--- src/rtl/pulse_event_counter.sv ---
// Qualifies synchronised pulse_en high periods of at least MIN_W cycles and presents
// each one as a timestamped, numbered record through a one-entry valid/ready register.
//
//   state    | meaning
//   ---------+------------------------------------------------------------
//   WAIT_LOW | armed only after s2 is seen low (reset/clear or mid-pulse)
//   IDLE     | waiting for a rising s2
//   HIGH     | measuring the high period, hi_len saturates at MIN_W
module pulse_event_counter #(
  parameter int N     = 32,
  parameter int MIN_W = 2
) (
  input  logic         rd_clk,
  input  logic         rd_resetn,
  input  logic         pulse_en,
  input  logic         clear,
  output logic         evt_valid,
  input  logic         evt_ready,
  output logic [N-1:0] evt_count,
  output logic [N-1:0] evt_time,
  output logic         overflow
);

  typedef enum logic [1:0] {WAIT_LOW, IDLE, HIGH} state_t;

  localparam logic [7:0]   MIN_W_L = 8'(MIN_W);
  localparam logic [N-1:0] ONE_N   = {{(N-1){1'b0}}, 1'b1};

  state_t       r_state;
  state_t       w_state_nxt;
  logic         r_s1;
  logic         r_s2;
  logic [7:0]   r_hi_len;
  logic [7:0]   w_hi_len_nxt;
  logic         w_capture;
  logic         w_qualify;
  logic         w_accept;
  logic [N-1:0] r_timer;
  logic [N-1:0] r_time_cap;
  logic [N-1:0] r_evt_cnt;
  logic [N-1:0] w_evt_cnt_inc;
  logic         r_evt_valid;
  logic [N-1:0] r_evt_count;
  logic [N-1:0] r_evt_time;
  logic         r_overflow;

  // Synchroniser resets high so a level already present at release is not a new edge.
  always_ff @(posedge rd_clk or negedge rd_resetn) begin
    if (!rd_resetn) begin
      r_s1 <= 1'b1;
      r_s2 <= 1'b1;
    end else begin
      r_s1 <= pulse_en;
      r_s2 <= r_s1;
    end
  end

  always_ff @(posedge rd_clk or negedge rd_resetn) begin
    if (!rd_resetn) begin
      r_state  <= WAIT_LOW;
      r_hi_len <= 8'd0;
    end else if (clear) begin
      r_state  <= WAIT_LOW;
      r_hi_len <= 8'd0;
    end else begin
      r_state  <= w_state_nxt;
      r_hi_len <= w_hi_len_nxt;
    end
  end

  always_comb begin
    w_state_nxt  = r_state;
    w_hi_len_nxt = r_hi_len;
    w_capture    = 1'b0;
    w_qualify    = 1'b0;
    case (r_state)
      WAIT_LOW: begin
        if (!r_s2) w_state_nxt = IDLE;
      end
      IDLE: begin
        if (r_s2) begin
          w_state_nxt  = HIGH;
          w_capture    = 1'b1;
          w_hi_len_nxt = 8'd1;
        end
      end
      HIGH: begin
        if (r_s2) begin
          if (r_hi_len < MIN_W_L) w_hi_len_nxt = r_hi_len + 8'd1;
        end else begin
          w_state_nxt = IDLE;
          w_qualify   = (r_hi_len >= MIN_W_L);
        end
      end
      default: w_state_nxt = WAIT_LOW;
    endcase
  end

  always_ff @(posedge rd_clk or negedge rd_resetn) begin
    if (!rd_resetn) begin
      r_timer    <= '0;
      r_time_cap <= '0;
    end else begin
      r_timer <= clear ? '0 : (r_timer + ONE_N);
      if (w_capture && !clear) r_time_cap <= r_timer;
    end
  end

  assign w_accept      = r_evt_valid & evt_ready;
  assign w_evt_cnt_inc = r_evt_cnt + ONE_N;

  // A full, unaccepted register drops the new record but the event is still numbered.
  always_ff @(posedge rd_clk or negedge rd_resetn) begin
    if (!rd_resetn) begin
      r_evt_cnt   <= '0;
      r_evt_valid <= 1'b0;
      r_evt_count <= '0;
      r_evt_time  <= '0;
      r_overflow  <= 1'b0;
    end else if (clear) begin
      r_evt_cnt   <= '0;
      r_evt_valid <= 1'b0;
      r_overflow  <= 1'b0;
    end else if (w_qualify) begin
      r_evt_cnt <= w_evt_cnt_inc;
      if (!r_evt_valid || evt_ready) begin
        r_evt_valid <= 1'b1;
        r_evt_count <= w_evt_cnt_inc;
        r_evt_time  <= r_time_cap;
      end else begin
        r_overflow <= 1'b1;
      end
    end else if (w_accept) begin
      r_evt_valid <= 1'b0;
    end
  end

  assign evt_valid = r_evt_valid;
  assign evt_count = r_evt_count;
  assign evt_time  = r_evt_time;
  assign overflow  = r_overflow;

endmodule

--- config.mk ---
export PLATFORM = sky130hd
export DESIGN_NAME = pulse_event_counter
export DESIGN_NICKNAME = d
export VERILOG_FILES = /design/src/rtl/pulse_event_counter.sv
export SDC_FILE = /design/constraint.sdc
export NUM_CORES = 1
export LEC_CHECK = 0
export ABC_AREA = 1
export BUFFER_PORTS_ARGS = -buffer_cell sky130_fd_sc_hd__buf_4
export CAP_MARGIN = 25
export CORE_MARGIN = 2
export CORE_UTILIZATION = 45
export DETAILED_ROUTE_END_ITERATION = 16
export GPL_TIMING_DRIVEN = 0
export PLACE_DENSITY = 0.71
export RECOVER_POWER = 100
export SYNTH_ARGS = -nofsm -noshare
export SYNTH_HDL_FRONTEND = slang
export SYNTH_SLANG_ARGS = --single-unit
--- constraint.sdc ---
create_clock -name rd_clk -period 2.55 [get_ports rd_clk]
set_clock_uncertainty 0.2 [all_clocks]
set_input_delay 0.1275 -clock rd_clk [delete_from_list [all_inputs] [get_ports rd_clk]]
set_output_delay 0.1275 -clock rd_clk [all_outputs]
set_load 0.02 [all_outputs]
==> out/qor.txt, run 1 <==
Status: complete, no violations
Post-Syn Area: 8320 um^2
Crit-path slowest cell: clkbuf_1
Largest net degree at the start of global routing: 109
Post-synth top area share: 51.7%
Die Area: 19600 um^2
Routed Antenna Nets: 0
Final WS setup: 0.256 ns
Wire per inst: 14.7 um
Commonest cells in the netlist: nand2_1, dfrtp_1, nor2_1
CP required: 2.72 ns
Synth Warn #: 0
Clock transition at path regs: 0.07 ns
HPWL Detailed: 14.8 mm
Setup CP Type: reg2reg
Worst-Margin Slew: 0.682 ns
CTS tree: yes
Initial drt markers: 485
CP top delay family: buffers and inverters
Max frequency: 0.436 GHz
Drt total wl: 20.4 mm
First-pass GRT wire length: 34.3 mm
P per Cell Area: 590 nW/um^2
Most frequent CP cell: nand2_1
Worst path arrival time: 2.46 ns
Routability cong.: 0.934
Main flop type after synthesis: dfrtp_1
Max Slew Vio Count: 0
Critical Path, Cell by Cell: nor2_1, nand2_1, nor2_1, nand2_1, nand3_1, clkbuf_1, clkbuf_2, nand2_1, nand2_1
Antenna cell count: 0
Final Cycle Share: 90.0%
Final TNS setup: 0 ns
Slew HR: 54.5%
# DRC: 0
Cell taking the most area after synthesis: dfrtp_1
Share of layout cells above drive strength 1: 7.43%
Synthesis-to-finish area growth: 14.0%
Bufs and invs on worst path: 2
Root Buffer: clkbuf_16
NumNets Final: 1153
DR vias/cell: 5.01
Worst slack, placed: 0.487 ns
Vias in the first global route: 6884
Final setup fails: 0
Critical Path Start Type: flip-flop
Initial core utilization: 46.2%
Chip width: 140 um
RSZ-0062 raised after global routing: no
Synth async-reset ratio: 100%
CTS Sinks: 174
Post-cts repair resize count: 0
Synth Instances: 1050
# rows: 49
Vias: 6941
DIE HEIGHT: 140 um
First-pass iteration count of the detailed router: 5
Min Tclk post-route: 2.29 ns
Flops & latches, synth: 174
Initial antenna violation count: 0
H-tree depth: 4
Crit path max fanout: 10
Peak VDD IR: 0.455 mV
I/O Buffers: 69
Slowest stage delay, CP: 0.53 ns
Crit end category: flip-flop
Leakage: 0.00456 uW
Type of the worst min-delay path: in2async
Clk_lat worst skew: 0.44 ns
Area of the core: 18000 um^2
Clock tree buffer depth: 2
Count leader, synth: nand2_1
Sequential cell area fraction in the yosys report: 52.4%
Syn Nets: 1059
Top-Level Pins: 71
Max-Cap Viols: 0
Final-report hold violation count: 0
Number of synthesized flops with an enable pin: 0
Top cells by area, synth: dfrtp_1, nand2_1, nand3_1
GRT Residual Overflow: 0
Synth unique cells: 35
GRT Total Usage: 21.8%
Synthesized area per cell: 7.93 um^2
Num CTS Buffers: 17
==> cell type report <==
type	count	area [um^2]
Fill cell	1805	8540
Clock inverter	15	166
Multi-Input combinational cell	763	3430
Timing Repair Buffer	75	355
Clock buffer	17	425
Buffer	32	166
Sequential cell	174	4360
Tap cell	229	287
Inverter	81	304
==> power by group <==
group	switching (uW)	total, uW	internal (uW)
Sequential	17.8	2800	2780
Clock	1230	2640	1410
Combinational	116	151	35.0
Total	1370	5590	4220
==> cell usage in the layout (no fill, tap or decap), drive strengths merged <==
master / Yosys / layout
and2: 2 / 2
xnor2: 1 / 1
bufinv: 0 / 1
ha: 4 / 4
nand4: 1 / 1
nor4: 1 / 1
dlygate4sd3: 0 / 5
a211oi: 1 / 1
nand3b: 3 / 3
o21bai: 1 / 1
mux2: 5 / 5
inv: 81 / 92
clkbuf: 11 / 108
nor2: 135 / 135
a21oi: 9 / 9
buf: 21 / 11
nor3: 3 / 3
dfstp: 2 / 2
dfrtp: 172 / 172
o21ai: 61 / 61
nand3: 94 / 94
nand2: 424 / 424
clkinv: 0 / 3
xor2: 18 / 18
==> metal layers <==
layer / track usage, % / routed length, um / vias up
met1: 27.4 / 8820 / 3343
met2: 38.7 / 10800 / 111
met5: 0 / 0 / -
met4: 5.63 / 195 / 0
li1: - / - / 3472
met3: 4.10 / 620 / 15
==> cell families (layout without fill, tap and decap cells) <==
family	Yosys count	after routing	share of synthesized area, %
AND/OR/NAND/NOR	663	663	33.7
flip-flops	174	174	52.4
buffers and inverters	113	220	6.01
AO/OA/AOI/OAI	72	72	4.39
XOR/XNOR	19	19	2.27
multiplexers	5	5	0.677
adder cells (fa/ha/maj)	4	4	0.601
==> sequential cells by signal, indices dropped and copies added, names as in the netlist <==
name / flops
r_s2: 1
r_hi_len: 8
r_time_cap: 32
evt_time: 32
overflow: 1
evt_count: 32
evt_valid: 1
r_timer: 32
r_evt_cnt: 32
r_s1: 1
r_state: 2
==> repair_timing <==
action                    in CTS  in global routing
hold endpoints to repair     152                  0
hold buffers                   5                  0
setup buffers                  0                  0
==> path summary, 6_finish.rpt <==
kind                        startpoint             to  slack [ns]  cells after the start
setup / recovery           r_hi_len[2]  evt_count[23]        0.26                      9
hold / removal               rd_resetn    r_hi_len[3]        0.03                      2
setup reg to reg           r_hi_len[2]  evt_count[23]        0.26                      9
hold reg to reg                   r_s1           r_s2        0.16                      0
max in group asynchronous    rd_resetn  evt_count[20]        1.22                      3
min in group rd_clk           pulse_en           r_s1        0.15                      2
==> through the flow <==
step / cell area (um^2) / cells / total power (uW) / utilization [%] / hold slack (ns)
2_1_floorplan: 8320 / 1050 / 2910 / - / -0.368
3_3_place_gp: 9130 / 1348 / 3000 / 50.6 / 0.0374
3_5_place_dp: 9160 / 1349 / 3010 / 50.8 / -0.0909
4_1_cts: 9800 / 1386 / 5640 / 54.4 / 0.0520
5_1_grt: 9490 / 1386 / 5780 / 52.6 / 0.0706
6_report: 9490 / 1386 / 5590 / 52.6 / 0.0299
(Power assumes the default switching activity.)
==> run 2, diff against run 1 <==
Settings changed: PLACE_DENSITY 0.71 to 0.66.
==> run 2 against run 1 <==
- flip-flop and latch count unchanged
- utilization unchanged
- critical endpoint is now r_time_cap[18]
- clock-buffer cell count stayed put
- highest routed layer unchanged
- design area unchanged
- sequential share of layout area is the same
- sequential power about the same
- global-route usage is 0.13 points higher
==> out/qor.txt, run 2 (synthesized netlist as in run 1, its figures left out) <==
Type of the worst min-delay path: in2reg
Fillers: 1812
Largest net degree at the start of global routing: 122
DR WL met2: 10.7 mm
Reg2reg path depth: 8
Num CTS Buffers: 17
H-tree depth: 4
Sw Pwr: 1320 uW
Post-cts repair resize count: 0
Synthesis-to-finish area growth: 14.0%
Chip width: 140 um
Switching Fraction: 23.1%
Routability cong.: 0.919
GRT Total Usage: 21.9%
Min Tclk post-route: 2.36 ns
First-pass iteration count of the detailed router: 5
P per Cell Area: 602 nW/um^2
NumNets Final: 1153
Final TNS setup: 0 ns
Routed Antenna Nets: 0
Status: complete, no violations
Worst Hold Path EP: r_s1
WL met3: 705 um
# DRC: 0
Top-Level Pins: 71
First-pass GRT wire length: 34.4 mm
GRT Residual Overflow: 0
Leakage: 0.00455 uW
Initial antenna violation count: 0
End of the worst register-to-register path: evt_valid
Hold path start: pulse_en
HPWL Detailed: 15.3 mm
Final Cycle Share: 92.6%
Final-report hold violation count: 0
RSZ-0062 raised after global routing: no
Drt total wl: 20.8 mm
R2r startpoint: r_hi_len[2]
Final Core Density: 52.6%
Wire per inst: 15.0 um
M1 WL: 9.04 mm
Clock transition at path regs: 0.07 ns
Most frequent cells in the layout: nand2_1, dfrtp_1, nor2_1
Peak VDD IR: 0.472 mV
Reg power frac: 49.0%
Critical Path Start Type: input pin
Antenna cell count: 0
Clk_lat worst skew: 0.43 ns
Final setup fails: 0
DR vias/cell: 5.02
Max frequency: 0.424 GHz
# rows: 49
Root Buffer: clkbuf_16
Clock tree buffer depth: 2
Die Area: 19600 um^2
Crit end category: flip-flop
Pint: 4390 uW
Top sig layer: met4
Initial drt markers: 516
CTS Sinks: 174
Vias: 6959
Setup CP Type: in2reg
Slew HR: 10.5%
Share of layout cells above drive strength 1: 6.91%
CTS tree: yes
Area of the core: 18000 um^2
Vias in the first global route: 6837
Initial core utilization: 46.2%
Crit path max fanout: 10
Worst path arrival time: 2.48 ns
Max-Cap Viols: 0
I/O Buffers: 69
DIE HEIGHT: 140 um
Commonest non-fill, non-tap cell in the layout: nand2_1
Clock power share: 48.4%
Hold depth: 2
Worst-Margin Slew: 1.34 ns
Comb power frac: 2.6%
Max Slew Vio Count: 0
CP required: 2.67 ns
Reg-to-reg slack, setup: 0.35 ns
-- run 2: cell types whose count changed in the layout (fill, tap and decap cells not counted), moves of 2 or more --
cell and delta:
nand3_1 +2, bufinv_16 +2, buf_2 +2, inv_8 -6
nand3_2 -2, inv_6 +2, clkbuf_2 -4, clkbuf_1 +3
-- run 2: layer usage --
metal / track usage (%) / vias up
met1: 27.4 / 3338
met4: 5.89 / 0
met2: 38.9 / 121
met5: 0 / -
met3: 4.44 / 30
li1: - / 3470
-- run 2: metrics by stage --
stage          power, uW  hold WS [ns]  area (um^2)  worst slack, ns  cells
6_report            5720         0.156         9490            0.189   1386
5_1_grt             5900         0.145         9490           0.0858   1386
4_1_cts             5770        0.0110         9840            0.356   1386
3_5_place_dp        3010        -0.121         9160            0.514   1349
3_3_place_gp        3000        0.0391         9130           0.0701   1348
2_1_floorplan       2910        -0.368         8320            0.863   1050
-- run 2: area by class of cell --
cell class	instances	area, um^2	share of cell area [%]
inverter	81	304	3.20
clock inverter	15	200	2.11
clock buffer	17	425	4.48
tap	229	287	3.02
timing repair buffer	75	338	3.56
multi-input combinational	763	3420	36.0
sequential	174	4360	45.9
buffer	32	159	1.68
-- run 2: timing repair --
item / 4_1_cts / 5_1_grt
hold endpoints to repair: 180 / 0
buffers inserted: 0 / 0
hold buffers: 5 / 0
-- run 2: worst max path at each step --
stage | start | to | slack, ns | cells past startpoint
6_report | clear | r_time_cap[18] | 0.19 | 6
3_3_place_gp | rd_resetn | r_timer[27] | 0.07 | 1
2_1_floorplan | r_evt_cnt[0] | r_evt_cnt[20] | 0.86 | 10
5_1_grt | clear | r_time_cap[18] | 0.09 | 6
4_1_cts | r_hi_len[2] | evt_valid | 0.36 | 8
3_5_place_dp | r_evt_cnt[0] | evt_count[20] | 0.51 | 10
-- run 2: power by group through the flow --
stage / sequential, uW / clock (uW) / combinational [uW]
2_1_floorplan: 2850 / 0 / 60.2
4_1_cts: 2800 / 2810 / 159
6_report: 2800 / 2760 / 149
3_5_place_dp: 2860 / 0 / 154
5_1_grt: 2800 / 2920 / 173
3_3_place_gp: 2860 / 0 / 145
-- run 2: critical path: stages --
cell	delay (ns)
dlygate4sd3_1	0.53
clkbuf_1	0.47
inv_1	0.30
nand3_1	0.33
buf_2	0.34
mux2_2	0.37
==> run 3, diff against run 2 <==
Settings changed: BUFFER_PORTS_ARGS -buffer_cell sky130_fd_sc_hd__buf_4 to default, DONT_BUFFER_PORTS from default to 1, GPL_TIMING_DRIVEN 0 to default, PLACE_DENSITY 0.66 to 0.63.
==> run 3 against run 2 <==
- the run now ends with hold timing left
- first-iteration DRC count decreased by 20%
- clock-buffer cell count increased by 2
- clock power fell by 5%
- largest power group unchanged
- maximum frequency rose by 6.7%
- largest cell class unchanged
- critical endpoint unchanged
==> out/qor.txt, run 3 (synthesized netlist as in run 1, its figures left out) <==
HPWL Detailed: 12.8 mm
CTS tree: yes
Commonest non-fill, non-tap cell in the layout: nand2_1
CP required: 2.67 ns
Final-report hold violation count: 174
Cts hold-fix bufs: 5
RSZ-0062 raised after global routing: no
Max-Cap Viols: 0
Slew HR: 35.0%
Crit path max fanout: 26
Slowest stage delay, CP: 0.60 ns
Max Slew Vio Count: 0
Vias: 6412
Leakage: 0.00438 uW
Worst path arrival time: 2.33 ns
Crit end category: flip-flop
Die Area: 19600 um^2
Type of the worst min-delay path: in2async
Failing checks: hold timing
Post-cts repair resize count: 0
Clock tree buffer depth: 2
Initial drt markers: 411
Final Core Density: 50.4%
First-pass GRT wire length: 32.1 mm
DIE HEIGHT: 140 um
I/O Buffers: 0
Most frequent cells in the layout: nand2_1, dfrtp_1, nor2_1
Routability cong.: 0.887
# rows: 49
Cells after DPL: 1255
Setup CP Type: in2reg
Share of layout cells above drive strength 1: 6.87%
NumNets Final: 1059
Largest net degree at the start of global routing: 175
CTS Sinks: 174
Num CTS Buffers: 17
Drt total wl: 18.7 mm
Routed Antenna Nets: 0
Root Buffer: clkbuf_16
Clock transition at path regs: 0.07 ns
Crit-path slowest cell: dlygate4sd3_1
Final Power: 5520 uW
WHS: -0.802 ns
Max frequency: 0.452 GHz
Fin cells: 1292
Final TNS setup: 0 ns
Post-DP Area: 8470 um^2
GRT Residual Overflow: 0
P per Cell Area: 608 nW/um^2
First-pass iteration count of the detailed router: 5
Initial antenna violation count: 0
Antenna cell count: 0
Initial core utilization: 46.2%
GRT Total Usage: 20.3%
Peak VDD IR: 0.451 mV
Synthesis-to-finish area growth: 9.14%
H-tree depth: 4
Final setup fails: 0
Worst-Margin Slew: 0.974 ns
Final Cycle Share: 86.8%
Vias in the first global route: 6401
Area of the core: 18000 um^2
Critical Path, Cell by Cell: dlygate4sd3_1, buf_12, inv_1, nand3_1, clkbuf_2, mux2_2
Critical Path Start Type: input pin
Chip width: 140 um
Top-Level Pins: 71
DR vias/cell: 4.96
Min Tclk post-route: 2.21 ns
Setup Fix Bufs, Post-CTS: 0
Wire per inst: 14.5 um
Status: complete, but fails checks
# DRC: 0
Final instance area: 9080 um^2
Clk_lat worst skew: 0.44 ns
-- run 3: through the flow --
stage | hold WS (ns) | setup slack, ns
2_1_floorplan | -0.368 | 0.863
5_1_grt | -0.825 | 0.142
3_5_place_dp | -0.360 | 0.419
3_3_place_gp | -0.360 | 0.445
6_report | -0.802 | 0.337
4_1_cts | -0.821 | 0.395
-- run 3: path summary, 6_finish.rpt --
path	from	endpoint	slack, ns	depth (start not counted)
setup / recovery	clear	r_time_cap[18]	0.34	6
hold / removal	rd_resetn	r_evt_cnt[9]	-0.80	0
setup reg to reg	r_s2	r_time_cap[18]	0.34	3
hold reg to reg	r_s1	r_s2	0.17	0
max in group asynchronous	rd_resetn	r_s1	2.54	0
min in group rd_clk	pulse_en	r_s1	0.04	1
-- run 3: area by class of cell --
cell class / instances / area (um^2)
Clock inverter: 13 / 155
Sequential cell: 174 / 4360
Clock buffer: 19 / 443
Tap cell: 229 / 287
Inverter: 81 / 304
Timing Repair Buffer: 13 / 105
Multi-Input combinational cell: 763 / 3430
Fill cell: 1747 / 8940
-- run 3: routing by layer --
metal / vias to the layer above / GRT usage [%] / wire length [um] / part of all wire [%]
li1: 3273 / - / - / -
met1: 3017 / 25.4 / 8380 / 45
met2: 96 / 35.8 / 9500 / 51
met3: 26 / 3.83 / 493 / 2.6
met4: 0 / 6.26 / 351 / 1.9
met5: - / 0 / 0 / 0
-- run 3: critical path: cells and delay by family --
kind | cells | cell delay [ns]
simple gates | 1 | 0.52
mux | 1 | 0.38
buf+inv | 4 | 1.30
-- run 3: power breakdown --
group          switching (uW)  total [uW]  internal (uW)
sequential               21.8        2810           2790
clock                    1140        2630           1490
combinational            55.3        82.2           26.9
total                    1210        5520           4310
